**src/rtl/ssd_pkg.sv**
```systemverilog
`default_nettype none
// ============================================================================
// Module      : ssd_pkg
// Description : Segment patterns, select codes and decode types shared by the
//               seven-segment bus decoder.
// Revision    : 1.0 - initial release
// ============================================================================
package ssd_pkg;

    // Active-low segment patterns on D[7:1] = a..g
    localparam logic [6:0] SS_0     = 7'b0000001;
    localparam logic [6:0] SS_1     = 7'b1001111;
    localparam logic [6:0] SS_2     = 7'b0010010;
    localparam logic [6:0] SS_3     = 7'b0000110;
    localparam logic [6:0] SS_4     = 7'b1001100;
    localparam logic [6:0] SS_5     = 7'b0100100;
    localparam logic [6:0] SS_6     = 7'b0100000;
    localparam logic [6:0] SS_7     = 7'b0001101;
    localparam logic [6:0] SS_8     = 7'b0000000;
    localparam logic [6:0] SS_9     = 7'b0000100;
    localparam logic [6:0] SS_A     = 7'b0001000;
    localparam logic [6:0] SS_B     = 7'b1100000;
    localparam logic [6:0] SS_C     = 7'b0110001;
    localparam logic [6:0] SS_D     = 7'b1000010;
    localparam logic [6:0] SS_E     = 7'b0110000;
    localparam logic [6:0] SS_F     = 7'b0111000;
    localparam logic [6:0] SS_BLANK = 7'b1111111;

    localparam logic [3:0] SEL_IDLE = 4'b1111;
    localparam logic [3:0] SEL_ALL  = 4'b0000;

    typedef struct packed {
        logic       legal;
        logic       blank;
        logic [3:0] nibble;
    } hex_dec_t;

    typedef enum logic [1:0] {
        SK_IDLE   = 2'd0,
        SK_SINGLE = 2'd1,
        SK_ALL    = 2'd2,
        SK_BAD    = 2'd3
    } sel_kind_t;

    function automatic sel_kind_t classify_sel(input logic [3:0] sel);
        sel_kind_t kind;
        case (sel)
            SEL_IDLE:                          kind = SK_IDLE;
            SEL_ALL:                           kind = SK_ALL;
            4'b1110, 4'b1101, 4'b1011, 4'b0111: kind = SK_SINGLE;
            default:                           kind = SK_BAD;
        endcase
        return kind;
    endfunction

endpackage
`default_nettype wire

```
**src/rtl/ssd_bus_decoder_if.sv**
```systemverilog
`default_nettype none
// ============================================================================
// Module      : ssd_bus_decoder_if
// Description : Sampled SSD bus plus decoded readback outputs.
// Revision    : 1.0 - initial release
// ============================================================================
interface ssd_bus_decoder_if;

    logic [7:0]  D;
    logic [3:0]  ssd_active;
    logic        clr;
    logic [15:0] value;
    logic [3:0]  digit_valid;
    logic [3:0]  dp;
    logic        err;
    logic        err_sticky;
    logic        frame_done;

    modport slave (
        input  D, ssd_active, clr,
        output value, digit_valid, dp, err, err_sticky, frame_done
    );

    modport master (
        output D, ssd_active, clr,
        input  value, digit_valid, dp, err, err_sticky, frame_done
    );

endinterface
`default_nettype wire

```
**src/rtl/ssd_pattern_to_hex.sv**
```systemverilog
`default_nettype none
// ============================================================================
// Module      : ssd_pattern_to_hex
// Description : Combinational active-low 7-segment pattern to hex nibble.
// Revision    : 1.0 - initial release
// ============================================================================
module ssd_pattern_to_hex
    import ssd_pkg::*;
(
    input  logic [6:0] i_pattern,
    output hex_dec_t   o_dec
);

    always_comb begin
        o_dec = '{legal: 1'b1, blank: 1'b0, nibble: 4'h0};
        case (i_pattern)
            SS_0:     o_dec.nibble = 4'h0;
            SS_1:     o_dec.nibble = 4'h1;
            SS_2:     o_dec.nibble = 4'h2;
            SS_3:     o_dec.nibble = 4'h3;
            SS_4:     o_dec.nibble = 4'h4;
            SS_5:     o_dec.nibble = 4'h5;
            SS_6:     o_dec.nibble = 4'h6;
            SS_7:     o_dec.nibble = 4'h7;
            SS_8:     o_dec.nibble = 4'h8;
            SS_9:     o_dec.nibble = 4'h9;
            SS_A:     o_dec.nibble = 4'hA;
            SS_B:     o_dec.nibble = 4'hB;
            SS_C:     o_dec.nibble = 4'hC;
            SS_D:     o_dec.nibble = 4'hD;
            SS_E:     o_dec.nibble = 4'hE;
            SS_F:     o_dec.nibble = 4'hF;
            SS_BLANK: begin
                o_dec.legal = 1'b0;
                o_dec.blank = 1'b1;
            end
            default:  o_dec.legal = 1'b0;
        endcase
    end

endmodule
`default_nettype wire

```
**src/rtl/ssd_bus_decoder.sv**
```systemverilog
`default_nettype none
// ============================================================================
// Module      : ssd_bus_decoder
// Description : Readback monitor turning a sampled SSD bus into hex digits.
// Revision    : 1.0 - initial release
// ============================================================================
module ssd_bus_decoder #(
    parameter int STABLE_CYCLES = 4
) (
    input  logic             clk,
    input  logic             rst_n,
    ssd_bus_decoder_if.slave bus
);
    import ssd_pkg::*;

    localparam logic [3:0] c_stable = 4'(STABLE_CYCLES);

    logic [11:0] r_prev;
    logic [3:0]  r_cnt;
    logic [3:0]  w_cnt_next;
    logic [11:0] w_sample;
    logic        w_capture;
    sel_kind_t   w_kind;
    logic [3:0]  w_target;
    logic [3:0]  w_write;
    hex_dec_t    w_dec;
    logic        w_err_next;
    logic [3:0]  w_mask_acc;
    logic        w_frame_next;

    logic [15:0] r_value, w_value_next;
    logic [3:0]  r_valid, w_valid_next;
    logic [3:0]  r_dp,    w_dp_next;
    logic [3:0]  r_mask;
    logic        r_err;
    logic        r_sticky;
    logic        r_frame;

    assign w_sample = {bus.D, bus.ssd_active};

    always_comb begin
        w_cnt_next = r_cnt;
        if (bus.ssd_active == SEL_IDLE)
            w_cnt_next = 4'd0;
        else if (w_sample != r_prev)
            w_cnt_next = 4'd1;
        else if (r_cnt < c_stable)
            w_cnt_next = r_cnt + 4'd1;
    end

    // Only the edge that reaches the threshold captures, so a long dwell yields one capture
    assign w_capture = (w_cnt_next == c_stable) && (r_cnt != c_stable);

    assign w_kind = classify_sel(bus.ssd_active);

    always_comb begin
        w_target = 4'h0;
        case (w_kind)
            SK_SINGLE: w_target = ~bus.ssd_active;
            SK_ALL:    w_target = 4'hF;
            default:   w_target = 4'h0;
        endcase
    end

    assign w_write = w_capture ? w_target : 4'h0;

    ssd_pattern_to_hex u_pattern_to_hex (
        .i_pattern (bus.D[7:1]),
        .o_dec     (w_dec)
    );

    assign w_err_next = w_capture &&
                        ((w_kind == SK_BAD) ||
                         ((w_target != 4'h0) && !w_dec.legal && !w_dec.blank));

    always_comb begin
        w_value_next = r_value;
        w_valid_next = r_valid;
        w_dp_next    = r_dp;
        for (int k = 0; k < 4; k++) begin
            if (w_write[k]) begin
                if (w_dec.legal) begin
                    w_value_next[4*k +: 4] = w_dec.nibble;
                    w_valid_next[k]        = 1'b1;
                    w_dp_next[k]           = ~bus.D[0];
                end else if (w_dec.blank) begin
                    w_value_next[4*k +: 4] = 4'h0;
                    w_valid_next[k]        = 1'b0;
                    w_dp_next[k]           = ~bus.D[0];
                end else begin
                    w_valid_next[k]        = 1'b0;
                end
            end
        end
    end

    // clr empties the mask first so a same-cycle capture still counts toward the next frame
    assign w_mask_acc   = (bus.clr ? 4'h0 : r_mask) | w_write;
    assign w_frame_next = &w_mask_acc;

    always_ff @(posedge clk or negedge rst_n) begin
        if (!rst_n) begin
            r_prev   <= 12'h000;
            r_cnt    <= 4'd0;
            r_value  <= 16'h0000;
            r_valid  <= 4'h0;
            r_dp     <= 4'h0;
            r_mask   <= 4'h0;
            r_err    <= 1'b0;
            r_sticky <= 1'b0;
            r_frame  <= 1'b0;
        end else begin
            r_prev   <= w_sample;
            r_cnt    <= w_cnt_next;
            r_value  <= w_value_next;
            r_valid  <= w_valid_next;
            r_dp     <= w_dp_next;
            r_mask   <= w_frame_next ? 4'h0 : w_mask_acc;
            r_err    <= w_err_next;
            r_sticky <= w_err_next | (r_sticky & ~bus.clr);
            r_frame  <= w_frame_next;
        end
    end

    assign bus.value       = r_value;
    assign bus.digit_valid = r_valid;
    assign bus.dp          = r_dp;
    assign bus.err         = r_err;
    assign bus.err_sticky  = r_sticky;
    assign bus.frame_done  = r_frame;

endmodule
`default_nettype wire

```
**src/flat_wrapper.sv**
```systemverilog
// flat-port wrapper written by rule: the top's interface ports become plain ports
module ssd_bus_decoder_flat import ssd_pkg::*;
#(
    parameter int STABLE_CYCLES = 4
)
  (clk, rst_n, bus_D, bus_ssd_active, bus_clr, bus_value, bus_digit_valid, bus_dp, bus_err, bus_err_sticky, bus_frame_done);
  ssd_bus_decoder_if bus_i ();
  input  logic clk;
  input  logic rst_n;
  input wire logic [$bits(bus_i.D)-1:0] bus_D;
  input wire logic [$bits(bus_i.ssd_active)-1:0] bus_ssd_active;
  input wire logic [$bits(bus_i.clr)-1:0] bus_clr;
  output wire logic [$bits(bus_i.value)-1:0] bus_value;
  output wire logic [$bits(bus_i.digit_valid)-1:0] bus_digit_valid;
  output wire logic [$bits(bus_i.dp)-1:0] bus_dp;
  output wire logic [$bits(bus_i.err)-1:0] bus_err;
  output wire logic [$bits(bus_i.err_sticky)-1:0] bus_err_sticky;
  output wire logic [$bits(bus_i.frame_done)-1:0] bus_frame_done;
  assign bus_i.D = bus_D;
  assign bus_i.ssd_active = bus_ssd_active;
  assign bus_i.clr = bus_clr;
  assign bus_value = bus_i.value;
  assign bus_digit_valid = bus_i.digit_valid;
  assign bus_dp = bus_i.dp;
  assign bus_err = bus_i.err;
  assign bus_err_sticky = bus_i.err_sticky;
  assign bus_frame_done = bus_i.frame_done;
  ssd_bus_decoder #(.STABLE_CYCLES(STABLE_CYCLES)) u_core (.clk(clk), .rst_n(rst_n), .bus(bus_i));
endmodule
```
**config.mk**
```make
export PLATFORM = sky130hd
export DESIGN_NAME = ssd_bus_decoder_flat
export DESIGN_NICKNAME = d
export VERILOG_FILES = /design/src/rtl/ssd_pkg.sv /design/src/rtl/ssd_bus_decoder_if.sv /design/src/rtl/ssd_pattern_to_hex.sv /design/src/rtl/ssd_bus_decoder.sv /design/src/flat_wrapper.sv
export SDC_FILE = /design/constraint.sdc
export NUM_CORES = 1
export LEC_CHECK = 0
export BUFFER_PORTS_ARGS = -buffer_cell sky130_fd_sc_hd__buf_2
export CAP_MARGIN = 10
export CORE_UTILIZATION = 50
export CTS_BUF_LIST = sky130_fd_sc_hd__clkbuf_2 sky130_fd_sc_hd__clkbuf_4 sky130_fd_sc_hd__clkbuf_8
export CTS_CLUSTER_DIAMETER = 150
export DETAILED_ROUTE_END_ITERATION = 8
export HOLD_SLACK_MARGIN = 0.15
export PLACE_DENSITY = 0.76
export SYNTH_ARGS = -nofsm -noshare
export SYNTH_HDL_FRONTEND = slang
export SYNTH_SLANG_ARGS = --single-unit
```
**constraint.sdc**
```tcl
create_clock -name clk -period 2.75 [get_ports clk]
set_input_delay 0.55 -clock clk [delete_from_list [all_inputs] [get_ports clk]]
set_output_delay 0.55 -clock clk [all_outputs]
set_load 0.01 [all_outputs]
```
Word level (Yosys, flattened, before mapping)
Index checks and enable logic that the tools add are counted.
Storage, ports and cells
  register bits: 47
  bits of input ports: 15
  output and inout bits: 27
  word-level logic and storage cells: 87
Cells by class
  add/sub/neg operators: 1
  magnitude comparators: 1
  equality and inequality tests: 27
  mux-type cells: 16
  bitwise operators: 6
  reduce and logical (&&, ||, !) cells: 18
Operators by type and width (number)
  case mux 4 bit (15 select lines): 1
  == test 7 x 6 -> 1 bit, second input constant: 5
  == test 7 bit, second input constant: 5
  2-to-1 mux 4 bit: 8
  == test 4 bit, second input constant: 4
  OR reduction 16 bit: 1
  == test 7 x 3 -> 1 bit, second input constant: 2
  == test 7 x 4 -> 1 bit, second input constant: 2
  inequality test 12 bit: 1
  == test 4 x 3 -> 1 bit, second input constant: 2
  case mux 4 bit (2 select lines): 1
  AND reduction 2 bit: 4
  == test 7 x 1 -> 1 bit, second input constant: 1
  == test 7 x 5 -> 1 bit, second input constant: 1
  logical NOT 7 bit: 1
  case mux 2 bit (3 select lines): 1
  2-to-1 mux 1 bit: 5
  adder 4 x 1 -> 4 bit, second input constant: 1
  == test 2 bit, second input constant: 2
  logical AND 1 bit: 4
  logical NOT 4 bit: 1
  less-than comparator 4 x 3 -> 1 bit, second input constant: 1
  inequality test 4 x 3 -> 1 bit, second input constant: 1
  inverter 4 bit: 1
  other kinds (11): 13

Logic depth before layout (Yosys ltp)
Gate-level depths: netlist (run 1).
  depth in word-level cells: 11
  depth in mapped cells: 12
  mapped depth without buffers: 11

By module
Synthesis (run 1) repeated with hierarchy kept, for this count alone.
Second synthesis, totals
  cells, all modules: 249
  area total of the unflattened synthesis: 2459.9 µm²
By module, submodules not included
  ssd_bus_decoder: instances 1, cells each 196, area an instance 2107.0 µm², seq. area each 1176.1 µm²
  ssd_pattern_to_hex: instances 1, cells each 53, area an instance 352.8 µm², seq. area each 0.0 µm²

Worst setup path after synthesis (run 1)
No wires, ideal clock.
  path kind: input to register
  from: in bus_ssd_active[0]
  to: reg u_core.r_value[4], in the netlist u_core.bus.value[4]
  setup time: 0.125 ns
  data arrival time: 2.753 ns
  slack: -0.128 ns
  cell stages on the path: 9
  cells stage by stage: clkbuf_1 nor4_1 inv_1 ha_1 nor2_1 nand2_1 nor4_4 nand2_2 mux2_4
Between the ends
  cells in the longest elaborated chain, start to end: 7
  elaborated cells between the ends (all ways): 18
Ends and longest elaborated chain
  start: declaration: line flat_wrapper.sv:11  | input wire logic [$bits(bus_i.ssd_active)-1:0] bus_ssd_active;
  == test 4 bit (tied with other cells): line ssd_pkg.sv:47  | case (sel)
  OR reduction 4 bit or 2-to-1 mux 4 bit (tied branches): line ssd_pkg.sv:47, ssd_bus_decoder.sv:45
  case mux 2 bit (3 select lines) or 2-to-1 mux 4 bit (tied branches): line ssd_pkg.sv:47, ssd_bus_decoder.sv:43
  == test 2 bit (tied with other cells): line ssd_bus_decoder.sv:58  | case (w_kind)
  case mux 4 bit (2 select lines) or logical AND 1 bit (tied branches): line ssd_bus_decoder.sv:58, ssd_bus_decoder.sv:52
  2-to-1 mux 4 bit *: line ssd_bus_decoder.sv:65  | assign w_write = w_capture ? w_target : 4'h0;
  AND reduction 2 bit (no source line) *
  end signal: assignment: line ssd_bus_decoder.sv:115  | r_value <= w_value_next;
  end: declaration: line ssd_bus_decoder.sv:31  | logic [15:0] r_value, w_value_next;
Every way passes the cells marked *; elsewhere a longest branch is shown, timed or not.
A chain may end at the register's enable or synchronous reset.

Worst setup path in the final report (run 1)
  from: reg u_core.r_cnt[0]
  to: reg u_core.r_value[12], in the netlist u_core.bus.value[12]
Between the ends
  cells in the longest elaborated chain, start to end: 8
  elaborated cells between the ends (all ways): 10
Ends and longest elaborated chain
  start: declaration: line ssd_bus_decoder.sv:19  | logic [3:0] r_cnt;
  start signal: assignment: line ssd_bus_decoder.sv:114  | r_cnt <= w_cnt_next;
  adder 4 x 1 -> 4 bit or less-than comparator 4 x 3 -> 1 bit (tied branches): line ssd_bus_decoder.sv:48, ssd_bus_decoder.sv:47
  2-to-1 mux 4 bit: line ssd_bus_decoder.sv:47  | else if (r_cnt < c_stable)
  2-to-1 mux 4 bit: line ssd_bus_decoder.sv:45  | else if (w_sample != r_prev)
  2-to-1 mux 4 bit: line ssd_bus_decoder.sv:43  | if (bus.ssd_active == SEL_IDLE)
  == test 4 x 3 -> 1 bit: line ssd_bus_decoder.sv:52  | assign w_capture = (w_cnt_next == c_stable) && (r_cnt != c_stable);
  logical AND 1 bit *: line ssd_bus_decoder.sv:52
  2-to-1 mux 4 bit *: line ssd_bus_decoder.sv:65
  AND reduction 2 bit (no source line) *
Marked as above.

==> metrics.md, run 1 <==
| Metric | Value |
|---|---|
| Status | `finished clean` |
| Post-synthesis register bit count | `47` |
| GPL Wtd Cong | `roughly 0.88` |
| TNS Setup | `0 ns` |
| Sw frac | `about a quarter` |
| Port bufs | `41` |
| Core area | `slightly below 5000 µm²` |
| Ant diodes | `0` |
| Area growth, synth to finish | `20.2%` |
| Maximum vdd drop | `between 300 and 400 µV` |
| Reg area | `around 1200 µm²` |
| Slew @ Worst Pin | `1.14 ns` |
| Synth warn | `0` |
| DRC | `0` |
| Wirelength per Cell | `15.2 µm` |
| Worst Skew | `about 0.0072 ns` |
| R2r setup slk | `0.16 ns` |
| Power share of the clock group | `40.9%` |
| Most common cell in the netlist | `dfrtp_1` |
| Final setup vio count | `0` |
| Drt initial violations | `between 100 and 150` |
| Initial antenna violation count | `0` |
| Top achievable clock speed | `~390 MHz` |
| FF-to-FF End | `u_core.bus.value[12]` |
| Largest net degree at the start of global routing | `26` |
| Nets | `~320` |
| Area post-placement | `about 2900 µm²` |
| Global-route wire length before repair | `9300 µm` |
| CP Capture Type | `register` |
| Final min period | `2.59 ns` |
| Filler instances | `420` |
| Gate Count Post-Synth | `around 240` |
| Clock Latency Late Sink | `~0.31 ns` |
| Synth unique cells | `between 40 and 50` |
| R2R cell count | `7` |
| Vias in the first global route | `between 1,500 and 2,000` |
| Top cell type's share of synthesized area | `a little under half` |
| Area of the multi-input gates | `about 1200 µm²` |
| GRT Residual Overflow | `0` |
| Die H | `between 70 and 80 µm` |
| Mean number of vias per cell | `roughly 5.5` |
| Post-synth top area cell | `dfrtp_1` |
| Max-slew violation count | `0` |
| GR Util All Layers | `23.2%` |
| Syn Nets | `262` |
| Root Buffer | `clkbuf_8` |
| Detail Placement HPWL | `about 4000 µm` |
| Routed Antenna Nets | `0` |
| Final wirelength | `5530 µm` |
| Worst-path clk slew | `0.09 ns` |
| Post-CTS Setup Inserts | `0` |
| Slew HR | `23.8%` |
| TritonCTS Sinks | `47` |
| Initial Utilization | `between 50% and 60%` |
| CP startpoint kind | `register` |
| Tightest Hold Check Type | `in -> async` |
| Total of max-cap violations | `0` |
| Sequential power share | `48.2%` |
| Crit path max fanout | `7` |
| PostCTS Resize Cnt | `0` |
| Via count | `slightly above 2,000` |
| Net Sw Power | `0.344 mW` |
| RR Startpoint | `u_core.r_cnt[0]` |
| Pleak | `~1.6 nW` |
| Die area | `~5400 µm²` |
| Async S/R FF share, synth | `100%` |
| Post-synth EDFFs | `0` |
| Top_reg_cell synth | `dfrtp_1` |
| CP arrival | `about 2.8 ns` |
| Post-synthesis sequential area ratio | `46.1%` |
| Avg Cell Area, Syn | `~11 µm²` |
| Share of cells above drive strength 1 | `about 31%` |
| IO Count | `42` |
| Mapped cell area | `approximately 2600 µm²` |
| RSZ-0062 raised after global routing | `false` |
| Inserted Clock Buffers | `5` |
| Comb power frac | `~11%` |
| Area contributors post-synth | `dfrtp_1 46%, xor2_1 5.1%, nor4_4 5.0%, a21oi_1 4.3%, inv_1 3.7%` |
| Post-synth top cells | `47 x dfrtp_1, 25 x inv_1, 22 x a21oi_1` |
| Worst Path Required | `between 2 and 3 ns` |
| Hold_buf cts | `0` |
| Maximum clock path buffer count | `2` |
| Final hold viol count | `0` |
| H-tree levels | `2` |
| WS Path Type | `reg -> reg` |
| DRT Pass-1 Iters | `4` |
| Pwr dens | `around 480 nW/µm²` |
| Pint | `about 1.1 mW` |
| Final period util | `a little over nine tenths` |
| Row count | `25` |
| CTS tree | `yes` |
| Total power | `~1.5 mW` |
| Finished layout cell area | `around 3100 µm²` |
| Die W | `between 70 and 80 µm` |
==> registers in the layout (all words and copies together) (netlist names) <==
register / count
u_core.bus.dp: 4
u_core.bus.err_sticky: 1
u_core.bus.digit_valid: 4
u_core.r_cnt: 4
u_core.bus.err: 1
u_core.r_prev: 12
u_core.r_mask: 4
u_core.bus.frame_done: 1
u_core.bus.value: 16
==> stage by stage <==
stage	hold slack, ns	std cells	setup slack, ns	util [%]
3_3_place_gp	0.479	357	0.0401	60.8
2_1_floorplan	0.254	242	0.0642	-
5_1_grt	0.242	365	0.0225	63.7
3_5_place_dp	0.479	357	0.0121	60.8
4_1_cts	0.222	365	0.174	63.7
6_report	0.205	365	0.157	63.7
==> worst max path at each step <==
stage,from,end
floorplan,bus_ssd_active[3],u_core.bus.value[4]
global placement,bus_ssd_active[2],u_core.bus.value[12]
detailed placement,bus_ssd_active[2],u_core.r_mask[2]
CTS,u_core.r_cnt[0],u_core.bus.value[12]
global route,u_core.r_cnt[0],u_core.r_mask[1]
finish,u_core.r_cnt[0],u_core.bus.value[12]
==> power by group through the flow <==
stage	logic, mW	clock network, mW	registers, mW
2_1_floorplan	0.103	0	0.717
3_3_place_gp	0.157	0	0.717
3_5_place_dp	0.160	0	0.718
4_1_cts	0.161	0.608	0.704
5_1_grt	0.177	0.638	0.705
6_report	0.160	0.597	0.704
==> worst max-delay path, stage by stage, from the launching register on <==
cell	delay (ns)
dfrtp_1	0.38
inv_1	0.09
ha_1	0.30
nor3_1	0.05
a21oi_1	0.89
nor3_1	0.14
nand3b_1	0.27
mux2_2	0.36
==> layout by cell type, fill, tap and decap left out, types with 2 or more instances in the layout <==
cell type	Yosys	routed
a211o_1	3	3
dfrtp_1	47	47
nand3_1	2	2
nand2_1	12	11
buf_2	4	41
nor3_1	8	8
a22oi_1	8	8
nor4b_1	2	2
nor4_4	6	6
mux2i_1	4	4
o21ai_0	6	6
mux2_4	2	2
a211oi_1	2	2
mux2_2	7	7
nor2_1	11	11
and2_1	4	4
nand3b_1	2	2
buf_4	0	18
nor4bb_1	2	2
nor4_1	4	3
bufinv_16	0	2
a21oi_1	22	22
a22o_1	5	5
nor4_2	1	2
o31ai_1	2	2
inv_1	25	25
nand2_2	2	3
clkbuf_8	0	5
xor2_1	15	15
nand2b_1	5	5
ha_1	5	5
==> per-layer routing <==
layer,vias to the layer above,part of all wire [%],track usage (%)
li1,964,-,-
met5,-,0,0
met1,980,47,32.2
met2,60,47,36.4
met4,0,1.1,6.84
met3,8,5.2,5.21
==> final cells by class <==
cell class / count / share of cell area, %
clock inverter: 3 / 2.20
tap: 67 / 2.73
sequential: 47 / 38.4
multi-input combinational: 159 / 40.3
timing repair buffer: 59 / 11.1
inverter: 25 / 3.06
clock buffer: 5 / 2.24
==> cells by family (layout without fill, tap and decap cells) <==
family                     count (synthesis)  in the layout  synth area share, %
AOI/OAI and AO/OA                         55             55                 14.6
xor gates and xnor gates                  16             16                 5.49
adders and majority gates                  5              5                 2.45
buffers and inverters                     36             92                 5.79
DFF                                       47             47                 46.1
muxes                                     13             13                 5.84
and+or+nand+nor                           70             70                 19.8
Power figures use the tool's default switching activity.
==> run 2: changes to the inputs <==
--- a/config.mk
+++ b/config.mk
@@ -13,6 +13,8 @@
 export DETAILED_ROUTE_END_ITERATION = 8
 export HOLD_SLACK_MARGIN = 0.15
 export PLACE_DENSITY = 0.76
+export REMOVE_ABC_BUFFERS = 1
+export SKIP_LAST_GASP = 1
 export SYNTH_ARGS = -nofsm -noshare
 export SYNTH_HDL_FRONTEND = slang
 export SYNTH_SLANG_ARGS = --single-unit
==> run 2 against run 1 <==
Net effect:
- combinational power is 2% higher
- sequential cell count stayed put
- maximum frequency is 2.6% higher
- sequential share of layout area hardly changed
- clock power is 12% lower
- critical path depth is 1 higher
- worst setup slack better by 0.067 ns
- power is 4.5% lower
- utilization hardly changed
- hold slack better by 0.12 ns
- sequential power hardly changed
- critical endpoint is now u_core.bus.frame_done
- highest routed layer unchanged
==> metrics.md, run 2 (synthesis results as in run 1) <==
| Metric | Value |
|---|---|
| RSZ-0062 raised after global routing | `false (unchanged)` |
| Dpl ws | `-0.0524 ns (was 0.0121 ns)` |
| Filler instances | `424 (was 420)` |
| Row count | `25 (unchanged)` |
| Pleak | `1.57 nW (was 1.56 nW)` |
| Global-route wire length before repair | `8860 µm (was 9300 µm)` |
| Total power | `1.40 mW (was 1.46 mW)` |
| Die W | `73.4 µm (unchanged)` |
| Drt initial violations | `90 (was 136)` |
| CTS tree | `yes (unchanged)` |
| Area growth, synth to finish | `20.2% (about the same)` |
| Die H | `73.4 µm (unchanged)` |
| Detail Placement HPWL | `3980 µm (was 4030 µm)` |
| TritonCTS Sinks | `47 (unchanged)` |
| Net Sw Power | `0.360 mW (was 0.344 mW)` |
| Root Buffer | `clkbuf_8 (unchanged)` |
| Worst-path clk slew | `0.09 ns (about the same)` |
| CP startpoint kind | `register (unchanged)` |
| GR Util All Layers | `22.3% (was 23.2%)` |
| CP Capture Type | `register (unchanged)` |
| Initial antenna violation count | `0 (unchanged)` |
| CP arrival | `2.73 ns (was 2.79 ns)` |
| GPL Wtd Cong | `0.781 (was 0.878)` |
| Port bufs | `41 (unchanged)` |
| DRC | `0 (unchanged)` |
| WHS | `0.321 ns (was 0.205 ns)` |
| Final core utilization | `63.6% (was 63.7%)` |
| R2R cell count | `8 (was 7)` |
| Maximum vdd drop | `285 µV (was 313 µV)` |
| Power share of the clock group | `37.8% (was 40.9%)` |
| Slew HR | `27.2% (was 23.8%)` |
| FF-to-FF End | `u_core.bus.frame_done (was u_core.bus.value[12])` |
| Final min period | `2.53 ns (was 2.59 ns)` |
| RR Startpoint | `u_core.r_cnt[0] (unchanged)` |
| Largest net degree at the start of global routing | `48 (was 26)` |
| Wirelength per Cell | `14.8 µm (was 15.2 µm)` |
| Mean number of vias per cell | `5.41 (was 5.51)` |
| Comb power frac | `11.8% (was 11.0%)` |
| Via count | `1,984 (was 2,012)` |
| Max reg flops | `16 (unchanged)` |
| PostCTS Resize Cnt | `0 (unchanged)` |
| R2r setup slk | `0.22 ns (was 0.16 ns)` |
| Crit path max fanout | `7 (unchanged)` |
| Commonest non-fill, non-tap cell in the layout | `dfrtp_1 (unchanged)` |
| Tightest Hold Check Type | `in -> async (unchanged)` |
| Routed Antenna Nets | `0 (unchanged)` |
| Die area | `5390 µm² (unchanged)` |
| Placed insts | `359 (was 357)` |
| Initial Utilization | `53.0% (unchanged)` |
| Slew @ Worst Pin | `1.09 ns (was 1.14 ns)` |
| Inserted Clock Buffers | `5 (unchanged)` |
| Ant diodes | `0 (unchanged)` |
| Nets | `319 (was 317)` |
| IO Count | `42 (unchanged)` |
| Hold_buf cts | `0 (unchanged)` |
| Vias in the first global route | `1,848 (was 1,924)` |
| Share of cells above drive strength 1 | `30.7% (was 30.9%)` |
| Worst Path Required | `2.95 ns (about the same)` |
| Clock Latency Late Sink | `0.31 ns (about the same)` |
| Final wirelength | `5440 µm (was 5530 µm)` |
| Worst Skew | `0.00875 ns (was 0.00721 ns)` |
| Maximum clock path buffer count | `2 (unchanged)` |
| Final setup vio count | `0 (unchanged)` |
| H-tree levels | `2 (unchanged)` |
| Post-CTS Setup Inserts | `0 (unchanged)` |
| Max-slew violation count | `0 (unchanged)` |
| Pint | `1.04 mW (was 1.12 mW)` |
| Final period util | `91.9% (was 94.3%)` |
| Fin cells | `367 (was 365)` |
| Total of max-cap violations | `0 (unchanged)` |
| Final hold viol count | `0 (unchanged)` |
| Commonest cells after routing, fill and taps aside | `47 x dfrtp_1, 41 x buf_2, 25 x inv_1 (unchanged)` |
| Top achievable clock speed | `396 MHz (was 386 MHz)` |
| DRT Pass-1 Iters | `4 (unchanged)` |
| GRT Residual Overflow | `0 (unchanged)` |
| Sw frac | `25.8% (was 23.6%)` |
| Sequential power share | `50.5% (was 48.2%)` |
| Core area | `4820 µm² (unchanged)` |
| Pwr dens | `455 nW/µm² (was 476 nW/µm²)` |
| Final worst setup slack | `0.224 ns (was 0.157 ns)` |
| Status | `finished clean (unchanged)` |
| WS Path Type | `reg -> reg (unchanged)` |
[run 2: cell count changes in the layout (fill, tap and decap cells not counted), sizes merged]
cell and delta:
bufinv -1, clkinvlp -1, clkinv +1, buf +2, inv +1
[run 2: worst max-delay path, stage by stage, from the launching register on]
cell     delay (ns)
dfrtp_1        0.38
inv_1          0.09
ha_1           0.30
nor3_1         0.05
a21oi_1        0.86
nor4_4         0.08
buf_4          0.21
o221a_2        0.31
and2_1         0.14
[run 2: power by group through the flow]
stage | logic, mW | clock network [mW] | registers, mW
5_1_grt | 0.182 | 0.561 | 0.705
4_1_cts | 0.165 | 0.540 | 0.704
2_1_floorplan | 0.0830 | 0 | 0.717
3_3_place_gp | 0.161 | 0 | 0.717
6_report | 0.164 | 0.527 | 0.704
3_5_place_dp | 0.165 | 0 | 0.718
[run 2: worst max-delay path by stage]
stage	depth (start not counted)	end	slack (ns)	startpoint
after floorplan	8	u_core.bus.value[4]	0.03	bus_ssd_active[1]
after global placement	13	u_core.bus.digit_valid[1]	0.01	bus_ssd_active[2]
after detailed placement	13	u_core.bus.digit_valid[1]	-0.05	bus_ssd_active[2]
after CTS	8	u_core.bus.frame_done	0.23	u_core.r_cnt[0]
after global routing	8	u_core.bus.frame_done	0.05	u_core.r_cnt[0]
final	8	u_core.bus.frame_done	0.22	u_core.r_cnt[0]
[run 2: layout make-up]
cell class / instances / area, µm² / share of cell area [%]
repair buffers: 61 / 368 / 12.0
flip-flops and latches: 47 / 1180 / 38.4
clock buffers: 5 / 68.8 / 2.24
inverters: 25 / 93.8 / 3.06
clock inverters: 3 / 47.5 / 1.55
well taps: 67 / 83.8 / 2.73
multi-input cells: 159 / 1230 / 40.0
[run 2: per-stage QoR]
stage	TNS [ns]	instance area [µm²]
floorplan	0	2500
global placement	0	2950
detailed placement	-0.342	2950
CTS	0	3070
global route	0	3070
finish	0	3070
[run 2: layer usage]
layer  wire [µm]  up-vias  global-route usage [%]
met1        2540      977                    29.7
met5           0        -                       0
met2        2670       39                    36.1
met3         164        5                    4.53
met4          75        0                    8.33
li1            -      963                       -
==> run 3: changes to the inputs <==
--- a/config.mk
+++ b/config.mk
@@ -7,12 +7,12 @@
 export LEC_CHECK = 0
 export BUFFER_PORTS_ARGS = -buffer_cell sky130_fd_sc_hd__buf_2
 export CAP_MARGIN = 10
-export CORE_UTILIZATION = 50
+export CORE_UTILIZATION = 58
 export CTS_BUF_LIST = sky130_fd_sc_hd__clkbuf_2 sky130_fd_sc_hd__clkbuf_4 sky130_fd_sc_hd__clkbuf_8
 export CTS_CLUSTER_DIAMETER = 150
 export DETAILED_ROUTE_END_ITERATION = 8
 export HOLD_SLACK_MARGIN = 0.15
-export PLACE_DENSITY = 0.76
+export PLACE_DENSITY = 0.86
 export REMOVE_ABC_BUFFERS = 1
 export SKIP_LAST_GASP = 1
 export SYNTH_ARGS = -nofsm -noshare
==> run 3 against run 2 <==
Net effect:
- sequential power about the same
- final area increased by 0.20%
- worst setup slack got worse by 0.0066 ns
- final cell count decreased by 2.5%
- clock skew increased by 0.0040 ns
- maximum frequency decreased by 0.26%
- first-iteration DRC count increased by 6.7%
- global-route usage increased by 3.2 points
- combinational power about the same
- critical endpoint is now u_core.bus.value[12]
==> metrics.md, run 3 (synthesis results as in run 1) <==
| Metric | Value |
|---|---|
| Global-route wire length before repair | `8730 µm (was 8860 µm)` |
| Inserted Clock Buffers | `5 (unchanged)` |
| CTS tree | `yes (unchanged)` |
| Total power | `1.27 mW (was 1.40 mW)` |
| TritonCTS Sinks | `47 (unchanged)` |
| Final min period | `2.53 ns (about the same)` |
| Wirelength per Cell | `15.3 µm (was 14.8 µm)` |
| CP Capture Type | `register (unchanged)` |
| Commonest cells after routing, fill and taps aside | `47 x dfrtp_1, 41 x buf_2, 29 x buf_4 (was 47 x dfrtp_1, 41 x buf_2, 25 x inv_1)` |
| Slew HR | `30.4% (was 27.2%)` |
| IO Count | `42 (unchanged)` |
| Via count | `2,026 (was 1,984)` |
| Vias in the first global route | `1,857 (was 1,848)` |
| Top achievable clock speed | `395 MHz (was 396 MHz)` |
| Max-slew violation count | `0 (unchanged)` |
| Comb power frac | `13.2% (was 11.8%)` |
| Routed Antenna Nets | `0 (unchanged)` |
| Finished layout cell area | `3070 µm² (about the same)` |
| Pint | `0.935 mW (was 1.04 mW)` |
| DRT Pass-1 Iters | `4 (unchanged)` |
| Commonest non-fill, non-tap cell in the layout | `dfrtp_1 (unchanged)` |
| Die H | `68.3 µm (was 73.4 µm)` |
| Maximum clock path buffer count | `2 (unchanged)` |
| Sw frac | `26.2% (was 25.8%)` |
| Slew @ Worst Pin | `1.04 ns (was 1.09 ns)` |
| Port bufs | `41 (unchanged)` |
| Share of cells above drive strength 1 | `32.8% (was 30.7%)` |
| Clock Latency Late Sink | `0.29 ns (was 0.31 ns)` |
| Nets | `328 (was 319)` |
| Row count | `23 (was 25)` |
| CP startpoint kind | `register (unchanged)` |
| Worst Path Required | `2.92 ns (was 2.95 ns)` |
| Initial Utilization | `62.0% (was 53.0%)` |
| Initial antenna violation count | `0 (unchanged)` |
| GPL Wtd Cong | `0.844 (was 0.781)` |
| Post-CTS Setup Inserts | `0 (unchanged)` |
| Final wirelength | `5490 µm (was 5440 µm)` |
| RSZ-0062 raised after global routing | `false (unchanged)` |
| Core area | `4120 µm² (was 4820 µm²)` |
| Die area | `4670 µm² (was 5390 µm²)` |
| DRC | `0 (unchanged)` |
| Pwr dens | `413 nW/µm² (was 455 nW/µm²)` |
| WS Path Type | `reg -> reg (unchanged)` |
| Area post-placement | `2980 µm² (was 2950 µm²)` |
| GR Util All Layers | `25.5% (was 22.3%)` |
| Final worst setup slack | `0.217 ns (was 0.224 ns)` |
| Final period util | `92.1% (was 91.9%)` |
| Ant diodes | `0 (unchanged)` |
| TNS Setup | `0 ns (unchanged)` |
| Net Sw Power | `0.332 mW (was 0.360 mW)` |
| Die W | `68.3 µm (was 73.4 µm)` |
| Max reg flops | `16 (unchanged)` |
| Detail Placement HPWL | `4100 µm (was 3980 µm)` |
| Tightest Hold Check Type | `in -> async (unchanged)` |
| Final setup vio count | `0 (unchanged)` |
| Sequential power share | `55.5% (was 50.5%)` |
| Status | `finished clean (unchanged)` |
| Mean number of vias per cell | `5.66 (was 5.41)` |
| Area growth, synth to finish | `20.4% (was 20.2%)` |
| Total of max-cap violations | `0 (unchanged)` |
| Crit path max fanout | `7 (unchanged)` |
| Final hold viol count | `0 (unchanged)` |
| Worst Skew | `0.0128 ns (was 0.00875 ns)` |
| Root Buffer | `clkbuf_8 (unchanged)` |
| Power share of the clock group | `31.3% (was 37.8%)` |
| CP arrival | `2.71 ns (was 2.73 ns)` |
| Largest net degree at the start of global routing | `29 (was 48)` |
| Dpl ws | `-0.145 ns (was -0.0524 ns)` |
| Pleak | `1.59 nW (was 1.57 nW)` |
| H-tree levels | `2 (unchanged)` |
| Drt initial violations | `96 (was 90)` |
| Worst-path clk slew | `0.09 ns (about the same)` |
| GRT Residual Overflow | `0 (unchanged)` |
| Maximum vdd drop | `391 µV (was 285 µV)` |
run 3: cell types whose count changed in the layout (fill, tap and decap cells not counted), sizes merged:
| cell | change |
|---|---|
| bufinv | -1 |
| buf | +9 |
| inv | -1 |
| clkinv | +1 |
run 3: layout make-up:
cell class              count  area, µm²
repair buffers             70        423
multi-input cells         159       1230
inverters                  25       93.8
fillers                   293       1040
flip-flops and latches     47       1180
clock inverters             2       13.8
clock buffers               5       68.8
well taps                  50       62.6
run 3: power by group through the flow:
stage	Combinational [mW]	Clock [mW]	Sequential, mW
after detailed placement	0.166	0	0.718
after CTS	0.167	0.401	0.704
final	0.167	0.396	0.704
after global placement	0.161	0	0.717
after global routing	0.185	0.426	0.705
after floorplan	0.0830	0	0.717
run 3: metal layers:
metal,global-route usage [%],wire (µm),part of all wire (%),up-vias
li1,-,-,-,982
met1,34.6,2440,45,984
met2,41.9,2790,51,54
met3,3.83,201,3.7,6
met4,8.07,55,1.0,0
met5,0,0,0,-
run 3: timing repair:
action                                 in CTS  in global routing
resized for setup                           0                  1
setup endpoints to repair                   0                  1
hold buffers                                0                  0
endpoints found under the hold margin       0                  0
run 3: worst max-delay path, stage by stage, from the launching register on:
cell and delay (ns):
dfrtp_1 0.38, inv_1 0.09, ha_1 0.31, nor3_1 0.05, a21oi_1 0.82, nor3_1 0.13
nand3b_1 0.26, mux2_2 0.36
run 3: path summary, 6_finish.rpt:
check	slack (ns)	to	start	depth (start not counted)
min	0.26	u_core.r_prev[5]	rst_n	1
max in group asynchronous	1.89	u_core.bus.value[7]	rst_n	2
max reg2reg	0.22	u_core.bus.value[12]	u_core.r_cnt[0]	7
min reg2reg	0.51	u_core.bus.value[7]	u_core.bus.value[7]	1
max	0.22	u_core.bus.value[12]	u_core.r_cnt[0]	7
min in group clk	0.45	u_core.r_prev[6]	bus_D[2]	1
run 3: metrics by stage:
stage	std cells	hold slack [ns]	util, %
final	358	0.260	74.6
after global routing	358	0.315	74.6
after CTS	358	0.274	74.5
after detailed placement	351	0.480	72.5
after global placement	351	0.482	72.5
after floorplan	231	0.254	-
